**src/rtl/scan_mux_if.sv**
```systemverilog
// scan_mux_if: digit/DP inputs and scanned display outputs of the seven-segment multiplexer
interface scan_mux_if #(parameter int NUM_DIGITS = 4);
  logic [4*NUM_DIGITS-1:0] DIGITS_IN;
  logic [NUM_DIGITS-1:0] DP_IN;
  logic BLANK_EN;
  logic [3:0] DATA_OUT;
  logic DP_OUT;
  logic [NUM_DIGITS-1:0] SCAN_OUT;
  logic BLANK_OUT;
  logic FRAME_OUT;
  modport master(output DIGITS_IN, DP_IN, BLANK_EN, input DATA_OUT, DP_OUT, SCAN_OUT, BLANK_OUT, FRAME_OUT);
  modport slave(input DIGITS_IN, DP_IN, BLANK_EN, output DATA_OUT, DP_OUT, SCAN_OUT, BLANK_OUT, FRAME_OUT);
endinterface

```
**src/rtl/scan_mux.sv**
```systemverilog
// scan_mux: frame-buffered digit scanner with leading-zero blanking and decimal points
module scan_mux #(
  parameter int NUM_DIGITS = 4,
  parameter int DIV = 50000,
  parameter int DIV_W = 16
) (
  input logic CLK,
  input logic RST,
  scan_mux_if.slave bus
);
  localparam int IW = $clog2(NUM_DIGITS);
  localparam logic [IW-1:0] LAST = IW'(NUM_DIGITS - 1);
  logic [DIV_W-1:0] cnt;
  logic [IW-1:0] idx, nidx;
  logic [4*NUM_DIGITS-1:0] sd, ed;
  logic [NUM_DIGITS-1:0] sdp, edp, nz, clr, blank;
  logic [3:0] nd;
  logic tick, frame;
  assign tick = cnt == DIV_W'(DIV - 1);
  assign frame = tick && idx == LAST;
  assign nidx = idx == LAST ? '0 : idx + 1'b1;
  // the frame edge shows slot 0 from the values being latched, not the stale shadow
  assign ed = frame ? bus.DIGITS_IN : sd;
  assign edp = frame ? bus.DP_IN : sdp;
  always_comb begin
    nd = '0;
    nz = '0;
    clr = '0;
    for (int i = 0; i < NUM_DIGITS; i++) begin
      nz[i] = |ed[4*i+:4] | edp[i];
      if (IW'(i) == nidx) nd = ed[4*i+:4];
    end
    for (int i = 0; i < NUM_DIGITS; i++) clr[i] = ~|(nz >> (i + 1));
    blank = {NUM_DIGITS{bus.BLANK_EN}} & clr & ~nz & ~NUM_DIGITS'(1);
  end
  always_ff @(posedge CLK) begin
    if (RST) begin
      cnt <= '0;
      idx <= '0;
      sd <= '0;
      sdp <= '0;
      bus.DATA_OUT <= '0;
      bus.DP_OUT <= 1'b0;
      bus.SCAN_OUT <= NUM_DIGITS'(1);
      bus.BLANK_OUT <= 1'b0;
      bus.FRAME_OUT <= 1'b0;
    end else begin
      cnt <= tick ? '0 : cnt + 1'b1;
      bus.FRAME_OUT <= frame;
      if (frame) begin
        sd <= bus.DIGITS_IN;
        sdp <= bus.DP_IN;
      end
      if (tick) begin
        idx <= nidx;
        bus.DATA_OUT <= nd;
        bus.DP_OUT <= edp[nidx] & ~blank[nidx];
        bus.SCAN_OUT <= blank[nidx] ? '0 : NUM_DIGITS'(1) << nidx;
        bus.BLANK_OUT <= blank[nidx];
      end
    end
  end
endmodule

```
**src/flat_wrapper.sv**
```systemverilog
// flat-port wrapper written by rule: the top's interface ports become plain ports
module scan_mux_flat 
#(
  parameter int NUM_DIGITS = 4,
  parameter int DIV = 50000,
  parameter int DIV_W = 16
)
  (CLK, RST, bus_DIGITS_IN, bus_DP_IN, bus_BLANK_EN, bus_DATA_OUT, bus_DP_OUT, bus_SCAN_OUT, bus_BLANK_OUT, bus_FRAME_OUT);
  scan_mux_if #(.NUM_DIGITS(NUM_DIGITS)) bus_i ();
  input logic CLK;
  input logic RST;
  input wire logic [$bits(bus_i.DIGITS_IN)-1:0] bus_DIGITS_IN;
  input wire logic [$bits(bus_i.DP_IN)-1:0] bus_DP_IN;
  input wire logic [$bits(bus_i.BLANK_EN)-1:0] bus_BLANK_EN;
  output wire logic [$bits(bus_i.DATA_OUT)-1:0] bus_DATA_OUT;
  output wire logic [$bits(bus_i.DP_OUT)-1:0] bus_DP_OUT;
  output wire logic [$bits(bus_i.SCAN_OUT)-1:0] bus_SCAN_OUT;
  output wire logic [$bits(bus_i.BLANK_OUT)-1:0] bus_BLANK_OUT;
  output wire logic [$bits(bus_i.FRAME_OUT)-1:0] bus_FRAME_OUT;
  assign bus_i.DIGITS_IN = bus_DIGITS_IN;
  assign bus_i.DP_IN = bus_DP_IN;
  assign bus_i.BLANK_EN = bus_BLANK_EN;
  assign bus_DATA_OUT = bus_i.DATA_OUT;
  assign bus_DP_OUT = bus_i.DP_OUT;
  assign bus_SCAN_OUT = bus_i.SCAN_OUT;
  assign bus_BLANK_OUT = bus_i.BLANK_OUT;
  assign bus_FRAME_OUT = bus_i.FRAME_OUT;
  scan_mux #(.NUM_DIGITS(NUM_DIGITS), .DIV(DIV), .DIV_W(DIV_W)) u_core (.CLK(CLK), .RST(RST), .bus(bus_i));
endmodule
```
**config.mk**
```make
export PLATFORM = sky130hd
export DESIGN_NAME = scan_mux_flat
export DESIGN_NICKNAME = d
export VERILOG_FILES = /design/src/rtl/scan_mux_if.sv /design/src/rtl/scan_mux.sv /design/src/flat_wrapper.sv
export SDC_FILE = /design/constraint.sdc
export NUM_CORES = 1
export LEC_CHECK = 0
export CAP_MARGIN = 20
export CORE_MARGIN = 10
export CORE_UTILIZATION = 50
export DETAILED_ROUTE_END_ITERATION = 8
export GPL_TIMING_DRIVEN = 0
export PLACE_DENSITY_LB_ADDON = 0.1
export SLEW_MARGIN = 20
export SYNTH_ARGS = -nofsm -noshare
export SYNTH_HDL_FRONTEND = slang
export SYNTH_SLANG_ARGS = --single-unit
```
**constraint.sdc**
```tcl
create_clock -name CLK -period 2.35 [get_ports CLK]
set_input_delay 0.47 -clock CLK [delete_from_list [all_inputs] [get_ports CLK]]
set_output_delay 0.47 -clock CLK [all_outputs]
set_load 0.02 [all_outputs]
```
==> run metrics, run 1 <==
status finished, final reports clean; distinct cell type count after synthesis 47; CP max stage delay 0.59 ns; top cells by area, synth dfxtp_1 43%, nor2_1 5.1%, mux2i_1 3.9%, nand2_1 3.6%, ha_1 2.7%; syn nets 274; Critical Path AT 2.28 ns; CTS Hold Bufs 0; Synth Register Bits 49; Starting Density 0.5215; CTS buffer count 5; GRT Total Usage 0.1418; pin count of the biggest net entering global routing 15; CTS H-tree depth 2; routed wire length 5264 um; final setup TNS 0 ns; Slew @ Worst Pin 0.5617 ns; clock root buffer clkbuf_8; slew margin rel. 0.6159; share of cells above drive strength 1 0.08711; Worst setup SP type flip-flop; CTS tree built; antenna cells 0; Crit Path Max Fanout 8; Max Cap Violations 0; Avg Inst Size Synth 9.359 um^2; via-per-instance ratio 5.487; Min Hold Slack 0.4492 ns; I/O Buffers 33; utilization after layout 0.6386; core area 4414 um^2; hold path startpoint u_core.cnt[0]$_SDFF_PP0_; Reg clk slew, reported paths 0.09 ns; Core Rows 24; sequential area share after synthesis 0.4261; share of the synthesized area in the top cell type 0.4261; Max Fclk 0.4803 GHz; worst hold path class reg2reg; slowest cell on the critical path a2111oi_0; Layout fillers 378; Setup CP Type reg2reg; Max Buffers Root-to-Sink 2; Critical Path End Type flip-flop; most frequent cell after synthesis dfxtp_1; Die Y 87.86 um; RSZ-0062 raised after global routing no; Final period util 0.8860; gpl congestion 0.8040; setup violators final 0; post-CTS repair timing setup buffer count 0; P&R area growth vs syn 22.45%; Post-synth ARST share 0; GRT overflow 0; Top Ports 34; Worst R2R Start u_core.cnt[0]$_SDFF_PP0_; Die W 87.86 um; prevailing post-synth register cell dfxtp_1; synth cell count leaders 49 x dfxtp_1, 31 x nor2_1, 22 x nand2_1, 12 x a21oi_1; vias in the first global route 1,810; Initial DRT Pass Iterations 4; Lkg Pwr 1.148 nW; Detail Placement HPWL 3988 um; clk_skew 0.005354 ns; wire length per cell 15.53 um; Antenna Violating Nets Remaining 0; pwr dens 541.6 nW/um^2; Layout Nets 314; Tmin final 2.082 ns; Post-Syn Area 2302 um^2; first-pass GRT wire length 8700 um; worst setup path startpoint u_core.cnt[0]$_SDFF_PP0_; Sink Count 49; Final Hold Viols 0; EDFF count, synth 0; critical-path cell list ha_1, and3_1, clkbuf_2, nand4_2, a2111oi_0, nor3_1, o211a_1; Synth warnings 0; post-synthesis cell count 246; Synth area leader dfxtp_1; CTS resizes 0; final routed DRC violation total 0; clk_lat worst skew 0.30 ns; Max Slew Vio Count 0; CP required 2.55 ns; routed vias 1,860; initial antenna violation count 0; DR iter-0 viols 130; Worst VDD drop 545.5 uV; die area 7719 um^2
## layer usage
layer | track usage | vias up | part of all wire
met5 | 0 | - | 0
li1 | - | 964 | -
met3 | 0.04271 | 6 | 0.055
met2 | 0.2216 | 40 | 0.46
met4 | 0.03913 | 0 | 0.0085
met1 | 0.1847 | 850 | 0.48
## registers in the layout, indices dropped and copies added, names as in the netlist
name,cells
u_core.bus.FRAME_OUT,1
u_core.bus.DATA_OUT,4
u_core.sdp,4
u_core.bus.SCAN_OUT,4
u_core.sd,16
u_core.cnt,16
u_core.bus.BLANK_OUT,1
u_core.idx,2
u_core.bus.DP_OUT,1
## power by group
group          internal (W)  switching [W]
Sequential         0.000834     0.00000273
Combinational     0.0000408      0.0000296
Clock              0.000347       0.000273
Total               0.00122       0.000305
## area by class of cell
type                       instances  area, um^2  area share
clock buffer                       7       86.33     0.03063
multi-input combinational        178        1235      0.4381
inverter                           8       30.03     0.01065
tap                               52       65.06     0.02308
buffer                            11       61.31     0.02175
sequential                        49       980.9      0.3480
clock inverter                     1       30.03     0.01065
timing repair buffer              33       330.3      0.1172
## through the flow
| stage | total power [W] | std cells | setup WS [ns] | area (um^2) |
|---|---|---|---|---|
| 4_1_cts | 0.001548 | 339 | 0.1320 | 2814 |
| 2_1_floorplan | 0.0008773 | 246 | 0.5561 | 2302 |
| 5_1_grt | 0.001581 | 339 | 0.08663 | 2819 |
| 3_3_place_gp | 0.0009268 | 331 | 0.006873 | 2698 |
| 3_5_place_dp | 0.0009265 | 331 | -0.003270 | 2698 |
| 6_report | 0.001527 | 339 | 0.2679 | 2819 |
## worst paths after layout
path	to	slack, ns	cells past startpoint
worst min-delay path	u_core.cnt[0]$_SDFF_PP0_	0.45	1
worst min register to register	u_core.cnt[0]$_SDFF_PP0_	0.45	1
worst max-delay path	u_core.bus.DATA_OUT[2]$_SDFFE_PP0N_	0.27	7
worst max register to register	u_core.bus.DATA_OUT[2]$_SDFFE_PP0N_	0.27	7
## cells in the final DEF (no fill, tap or decap), drive strengths merged, types with 2 or more instances in the layout
master and count:
xnor2 6, nand2 22, inv 8, o41ai 3, and4bb 2, nand3 9, and2 4, o21ai 2
buf 4, o211a 4, o221ai 5, clkdlybuf4s50 33, a2111oi 4, and4 4, nor2b 5, xor2 7
nand4 5, a21oi 12, o31ai 2, clkbuf 14, nor2 32, nor3 8, and3 7, nor4 4
mux2 5, ha 5, mux2i 9, dfxtp 49
## kinds of logic (layout without fill, tap and decap cells)
family          after synthesis  count (layout)  synth area share
buf+inv                      19              60           0.03967
simple gates                109             109            0.2641
xor+xnor                     13              13           0.04946
mux                          14              14           0.07011
flops                        49              49            0.4261
compound gates               37              37            0.1234
fa+ha+maj                     5               5           0.02717
## critical path: cells and delay by family, from the launching register on
| kind | cells | cell delay [ns] |
|---|---|---|
| buffers and inverters | 1 | 0.18 |
| AO/OA/AOI/OAI | 2 | 0.72 |
| adder cells (fa/ha/maj) | 1 | 0.21 |
| AND/OR/NAND/NOR | 3 | 0.52 |
| flip-flops | 1 | 0.36 |
No activity file was read; power rests on OpenSTA's default activity.
==> run 2: changes to the inputs <==
- SETUP_SLACK_MARGIN: unset -> 0.15
==> run 2 against run 1 <==
  * Total power rose by 0.11%
  * Largest power group unchanged
  * Hold slack better by 0.00063 ns
  * Sequential share of layout area fell by 0.062 points
  * Flip-flop and latch count unchanged
  * Register-to-register slack worse by 0.02 ns
  * Clock power hardly changed
  * Utilization increased by 0.11 points
  * Combinational power rose by 0.7%
  * Die area stayed put
  * Critical endpoint unchanged
  * Highest routed layer unchanged
  * Maximum frequency is 0.85% lower
==> run metrics, run 2 (same netlist as run 1, synthesis figures left out) <==
Met2 Routed Length 2423 um (+0.66%); I/O Buffers 33 (unchanged); gpl congestion 0.8040 (unchanged); Slew @ Worst Pin 0.5759 ns (+0.01421 ns); die area 7719 um^2 (unchanged); P&R area growth vs syn 22.66%; CTS Hold Bufs 0 (unchanged); most common cell after layout, fill and taps aside dfxtp_1; Worst VDD drop 546.0 uV (+0.10%); Hold Path End u_core.cnt[0]$_SDFF_PP0_; CP required 2.55 ns (about the same); Die Y 87.86 um (unchanged); hold path startpoint u_core.cnt[0]$_SDFF_PP0_; Crit Path Max Fanout 8 (unchanged); register area 980.9 um^2 (unchanged); Critical Path End Type flip-flop; antenna cells 0 (unchanged); GRT Total Usage 0.1418 (unchanged); met1 WL 2563 um (+1.7%); Core Rows 24 (unchanged); Top Ports 34 (unchanged); share of cells above drive strength 1 0.09756 (+0.01045); routed vias 1,869 (+0.48%); Antenna Violating Nets Remaining 0 (unchanged); Critical Path AT 2.29 ns (about the same); Final period util 0.8936 (+0.007588); Max Used Layer met4; Layout fillers 377 (-0.26%); Tmin final 2.100 ns (+0.01783 ns); Lkg Pwr 1.158 nW (+0.86%); core area 4414 um^2 (unchanged); post-CTS repair timing setup buffer count 0 (unchanged); clk_skew 0.006533 ns (+0.001179 ns); Final Hold Viols 0 (unchanged); routed wire length 5299 um (+0.66%); setup slack, reg-to-reg 0.25 ns (-0.02 ns); clock root buffer clkbuf_8; Min Hold Slack 0.4498 ns (+0.0006270 ns); Worst R2R Start u_core.cnt[0]$_SDFF_PP0_; most frequent cells in the layout 49 x dfxtp_1, 33 x clkdlybuf4s50_1, 31 x nor2_1, 22 x nand2_1, 12 x a21oi_1; Max Fclk 0.4762 GHz (-0.85%); status finished, final reports clean; Max Cap Violations 0 (unchanged); Initial DRT Pass Iterations 4 (unchanged); Reg clk slew, reported paths 0.09 ns (about the same); first-pass GRT wire length 8700 um (unchanged); Multi-input gate area 1236 um^2 (+0.10%); worst hold path class reg2reg; Layout Nets 314 (unchanged); Worst setup SP type flip-flop; Setup CP Type reg2reg; DR iter-0 viols 144 (+11%); Starting Density 0.5215 (unchanged); Sink Count 49 (unchanged); pwr dens 541.2 nW/um^2 (about the same); slew margin rel. 0.6061 (-0.009720); Max Slew Vio Count 0 (unchanged); met3 routed WL 268 um (-8.2%); setup violators final 0 (unchanged); Max Buffers Root-to-Sink 2 (unchanged); wire length per cell 15.63 um (+0.66%); CTS tree built; pin count of the biggest net entering global routing 15 (unchanged); Die W 87.86 um (unchanged); clk_lat worst skew 0.30 ns (about the same); final routed DRC violation total 0 (unchanged); vias in the first global route 1,810 (unchanged); CTS buffer count 5 (unchanged); worst hold path stage count 1 (unchanged); initial antenna violation count 0 (unchanged); RR Endpoint u_core.bus.DATA_OUT[2]$_SDFFE_PP0N_; utilization after layout 0.6397 (+0.001134); GRT overflow 0 (unchanged); RSZ-0062 raised after global routing yes; Detail Placement HPWL 3988 um (unchanged); CTS H-tree depth 2 (unchanged); Worst R2R Path Depth 7 (unchanged); top flop regs u_core.cnt (16), u_core.sd (16); via-per-instance ratio 5.513 (+0.48%)
[run 2: changes by cell type in the layout (fill, tap and decap cells not counted)]
cell	before	now
clkbuf_2	1	4
a2111oi_0	4	3
clkbuf_1	7	4
a2111oi_1	0	1
[run 2: metal layers]
layer	GRT usage	up-vias
met1	0.1847	863
met4	0.03913	0
met2	0.2216	35
li1	-	966
met3	0.04271	5
met5	0	-
[run 2: final cells by class]
class                   instances  area share
repair buffers                 33      0.1170
well taps                      52     0.02304
flip-flops and latches         49      0.3474
clock inverters                 1     0.01063
clock buffers                   7     0.03057
inverters                       8     0.01063
plain buffers                  11     0.02304
multi-input cells             178      0.4378
[run 2: worst max-delay path, cell delays in order (launching register included)]
cell       delay [ns]
dfxtp_1          0.36
ha_1             0.21
and3_1           0.16
clkbuf_2         0.19
nand4_2          0.27
a2111oi_0        0.59
nor3_1           0.10
o211a_1          0.13
[run 2: how the worst max path moves through the flow]
stage | from | to | cells after the start
floorplan | u_core.idx[0]$_SDFFE_PP0N_ | u_core.bus.BLANK_OUT$_SDFFE_PP0N_ | 6
global placement | bus_DIGITS_IN[10] | u_core.bus.BLANK_OUT$_SDFFE_PP0N_ | 6
detailed placement | bus_DIGITS_IN[10] | u_core.bus.BLANK_OUT$_SDFFE_PP0N_ | 6
CTS | u_core.cnt[0]$_SDFF_PP0_ | u_core.bus.DATA_OUT[1]$_SDFFE_PP0N_ | 7
global route | u_core.cnt[0]$_SDFF_PP0_ | u_core.bus.DATA_OUT[2]$_SDFFE_PP0N_ | 7
finish | u_core.cnt[0]$_SDFF_PP0_ | u_core.bus.DATA_OUT[2]$_SDFFE_PP0N_ | 7
[run 2: power breakdown]
part / switching, W / leakage (nW) / internal, W / total (W)
clock: 0.000274 / 0.0585 / 0.000347 / 0.000621
sequential: 0.00000271 / 0.395 / 0.000834 / 0.000836
combinational: 0.0000300 / 0.705 / 0.0000411 / 0.0000710
total: 0.000306 / 1.16 / 0.00122 / 0.00153
[run 2: repair_timing]
| action | in CTS | in global routing |
|---|---|---|
| endpoints found under the hold margin | 0 | 0 |
| gates cloned | 0 | 0 |
| gates resized for setup | 1 | 7 |
| pin swaps | 0 | 0 |
| endpoints found under the setup margin | 1 | 10 |
[run 2: through the flow]
| step | power, W | instances | area, um^2 | setup TNS, ns | setup WS (ns) |
|---|---|---|---|---|---|
| final | 0.001528 | 339 | 2824 | 0 | 0.2500 |
| after CTS | 0.001548 | 339 | 2819 | 0 | 0.2261 |
| after detailed placement | 0.0009265 | 331 | 2698 | -0.003270 | -0.003270 |
| after global routing | 0.001582 | 339 | 2824 | 0 | 0.1054 |
| after floorplan | 0.0008773 | 246 | 2302 | 0 | 0.5561 |
| after global placement | 0.0009268 | 331 | 2698 | 0 | 0.006873 |
==> run 3: changes to the inputs <==
- ABC_AREA: unset -> 1
- RECOVER_POWER: unset -> 25
==> run 3 against run 2 <==
  * Global-route usage decreased by 0.21 points
  * Synthesized cell count increased by 37%
  * Hold slack improved by 0.0021 ns
  * Maximum frequency increased by 3.0%
  * Total power decreased by 4.8%
  * Critical path depth increased by 2
  * Cell area increased by 5.4%
  * Synthesized area increased by 5.5%
  * Clock power decreased by 12%
  * Non-clock buffer count unchanged
  * Register-to-register slack improved by 0.06 ns
==> run metrics, run 3 <==
status finished, final reports clean; Crit Path Max Fanout 10 (+2); via-per-instance ratio 4.820 (-13%); Critical Path End Type flip-flop; Slew @ Worst Pin 0.5190 ns (-0.05688 ns); setup violators final 0 (unchanged); GRT overflow 0 (unchanged); Synth Register Bits 49 (unchanged); routed wire length 5589 um (+5.5%); clock root buffer clkbuf_8; RR Endpoint u_core.bus.SCAN_OUT[1]$_SDFFE_PP0N_; most frequent cell after synthesis nand2_1; Worst setup SP type flip-flop; I/O Buffers 33 (unchanged); Worst R2R Start u_core.idx[0]$_SDFFE_PP0N_; most frequent cells in the layout 82 x nand2_1, 49 x dfxtp_1, 45 x inv_1, 44 x nor2_1, 29 x clkdlybuf4s50_1; share of cells above drive strength 1 0.1073 (+0.009769); final routed DRC violation total 0 (unchanged); Reg clk slew, reported paths 0.09 ns (about the same); CP max stage delay 0.40 ns (-0.19 ns); top flop regs u_core.cnt (16), u_core.sd (16); Starting Density 0.5144 (-0.007105); first-pass GRT wire length 9632 um (+11%); pwr dens 488.6 nW/um^2 (-9.7%); clk_skew 0.009093 ns (+0.002560 ns); Synth warnings 0 (unchanged); Synth area leader dfxtp_1; vias in the first global route 2,076 (+15%); Worst VDD drop 360.9 uV (-34%); P&R area growth vs syn 22.50%; Hold Path End u_core.bus.DATA_OUT[2]$_SDFFE_PP0N_; slew margin rel. 0.6540 (+0.04785); Critical Path AT 2.25 ns (-0.04 ns); share of the synthesized area in the top cell type 0.4037 (-0.02238); Detail Placement HPWL 4269 um (+7.1%); die area 8048 um^2 (+4.3%); Tmin final 2.039 ns (-0.06103 ns); met1 WL 2683 um (+4.7%); Max Used Layer met4; hold path startpoint u_core.bus.DATA_OUT[2]$_SDFFE_PP0N_; CTS tree built; RSZ-0062 raised after global routing no; Core Rows 25 (+4.2%); CP bufs+invs 1 (unchanged); wire length per cell 12.45 um (-20%); EDFF count, synth 0 (unchanged); pin count of the biggest net entering global routing 15 (unchanged); gpl congestion 0.9066 (+13%); Sink Count 49 (unchanged); prevailing post-synth register cell dfxtp_1; CTS H-tree depth 2 (unchanged); Post-synth ARST share 0 (unchanged); Max Fclk 0.4904 GHz (+3.0%); Max Slew Vio Count 0 (unchanged); Met2 Routed Length 2444 um (+0.87%); Post-Syn Area 2430 um^2 (+5.5%); critical-path cell list ha_1, clkbuf_2, nand4_1, nand2_1, nand3_1, o21bai_2, nand3_2, nand3_1, nand2_1; syn nets 366 (+34%); Layout Nets 409 (+30%); Crit path max-delay family simple AND/OR/NAND/NOR gates; Final period util 0.8676 (-0.02597); worst hold path stage count 2 (+1); post-synthesis cell count 338 (+37%); Final Hold Viols 0 (unchanged); Worst R2R Path Depth 9 (+2); core area 4723 um^2 (+7.0%); Die Y 89.71 um (+2.1%); slowest cell on the critical path dfxtp_1; Max Buffers Root-to-Sink 2 (unchanged); DR iter-0 viols 108 (-25%); CP required 2.56 ns (about the same); setup slack, reg-to-reg 0.31 ns (+0.06 ns); initial antenna violation count 0 (unchanged); met3 routed WL 405 um (+51%); Die W 89.71 um (+2.1%); distinct cell type count after synthesis 42 (-11%); Setup CP Type reg2reg; top cells by area, synth dfxtp_1 40%, nand2_1 13%, inv_1 7.0%, nor2_1 6.8%, a21oi_1 3.5%; worst setup path startpoint u_core.idx[0]$_SDFFE_PP0N_; CTS buffer count 5 (unchanged); Antenna Violating Nets Remaining 0 (unchanged); Top Ports 34 (unchanged); Initial DRT Pass Iterations 5 (+1); sequential area share after synthesis 0.4037 (-0.02238); Min Hold Slack 0.4519 ns (+0.002127 ns); Lkg Pwr 1.275 nW (+10%); Avg Inst Size Synth 7.189 um^2 (-23%); Layout fillers 442 (+17%); Max Cap Violations 0 (unchanged); synth cell count leaders 82 x nand2_1, 49 x dfxtp_1, 45 x inv_1, 44 x nor2_1, 17 x a21oi_1; GRT Total Usage 0.1397 (-0.002065); worst hold path class reg2reg; clk_lat worst skew 0.31 ns (about the same); final setup TNS 0 ns (unchanged); routed vias 2,164 (+16%); most common cell after layout, fill and taps aside nand2_1; antenna cells 0 (unchanged)
[run 3: changes by cell type after synthesis, sizes merged, moves of 7 or more]
cell / before / now
nand2: 22 / 87
inv: 8 / 47
nor2: 32 / 51
o21ai: 2 / 19
nand3: 9 / 18
mux2i: 9 / 1
xor2: 7 / 0
[run 3: how the worst max path moves through the flow]
stage | endpoint | slack (ns) | depth (start not counted)
3_5_place_dp | u_core.bus.SCAN_OUT[2]$_SDFFE_PP0N_ | 0.22 | 9
4_1_cts | u_core.bus.SCAN_OUT[2]$_SDFFE_PP0N_ | 0.17 | 9
2_1_floorplan | u_core.bus.SCAN_OUT[1]$_SDFFE_PP0N_ | 0.55 | 11
5_1_grt | u_core.bus.DATA_OUT[2]$_SDFFE_PP0N_ | 0.12 | 12
6_report | u_core.bus.SCAN_OUT[1]$_SDFFE_PP0N_ | 0.31 | 9
3_3_place_gp | u_core.bus.SCAN_OUT[1]$_SDFFE_PP0N_ | 0.25 | 9
[run 3: where the power goes]
part           switching, W  leakage, nW  internal, W
combinational     0.0000298        0.825    0.0000412
sequential       0.00000466        0.395     0.000834
clock              0.000279       0.0542     0.000266
[run 3: stage by stage]
step | cells | cell area (um^2) | power [W] | worst slack (ns) | utilization
floorplan | 338 | 2430 | 0.0008834 | 0.5465 | -
global placement | 438 | 2844 | 0.0009289 | 0.2487 | 0.6021
detailed placement | 438 | 2844 | 0.0009294 | 0.2223 | 0.6021
CTS | 446 | 2945 | 0.001471 | 0.1675 | 0.6236
global route | 449 | 2977 | 0.001509 | 0.1201 | 0.6302
finish | 449 | 2977 | 0.001454 | 0.3111 | 0.6302
[run 3: final cells by class]
type	count	area (um^2)	area share
Timing Repair Buffer	36	352.8	0.1185
Inverter	48	180.2	0.06053
Buffer	8	52.55	0.01765
Multi-Input combinational cell	233	1225	0.4115
Tap cell	67	83.83	0.02816
Clock inverter	1	5.005	0.001681
Sequential cell	49	980.9	0.3296
Clock buffer	7	96.34	0.03237
[run 3: cell families after synthesis]
kind of cell	Yosys count	synth area share
buf+inv	56	0.09526
flops	49	0.4037
simple gates	182	0.3610
mux	1	0.004120
compound gates	44	0.1066
xor+xnor	1	0.003605
fa+ha+maj	5	0.02575
[run 3: what timing repair did]
| item | in CTS | in global routing |
|---|---|---|
| hold buffers | 0 | 0 |
| setup endpoints to repair | 0 | 8 |
| setup buffers | 0 | 3 |
| resized for setup | 0 | 4 |
[run 3: worst register-to-register path, delay by kind of cell (launching register included)]
family	cells	cell delay [ns]
AND/OR/NAND/NOR	6	0.70
adder cells (fa/ha/maj)	1	0.38
buffers and inverters	1	0.32
AO/OA/AOI/OAI	1	0.13
flip-flops	1	0.40
[run 3: per-layer routing]
metal | GRT usage | vias up
li1 | - | 1161
met1 | 0.1798 | 947
met2 | 0.2161 | 50
met3 | 0.04239 | 6
met4 | 0.04582 | 0
met5 | 0 | -
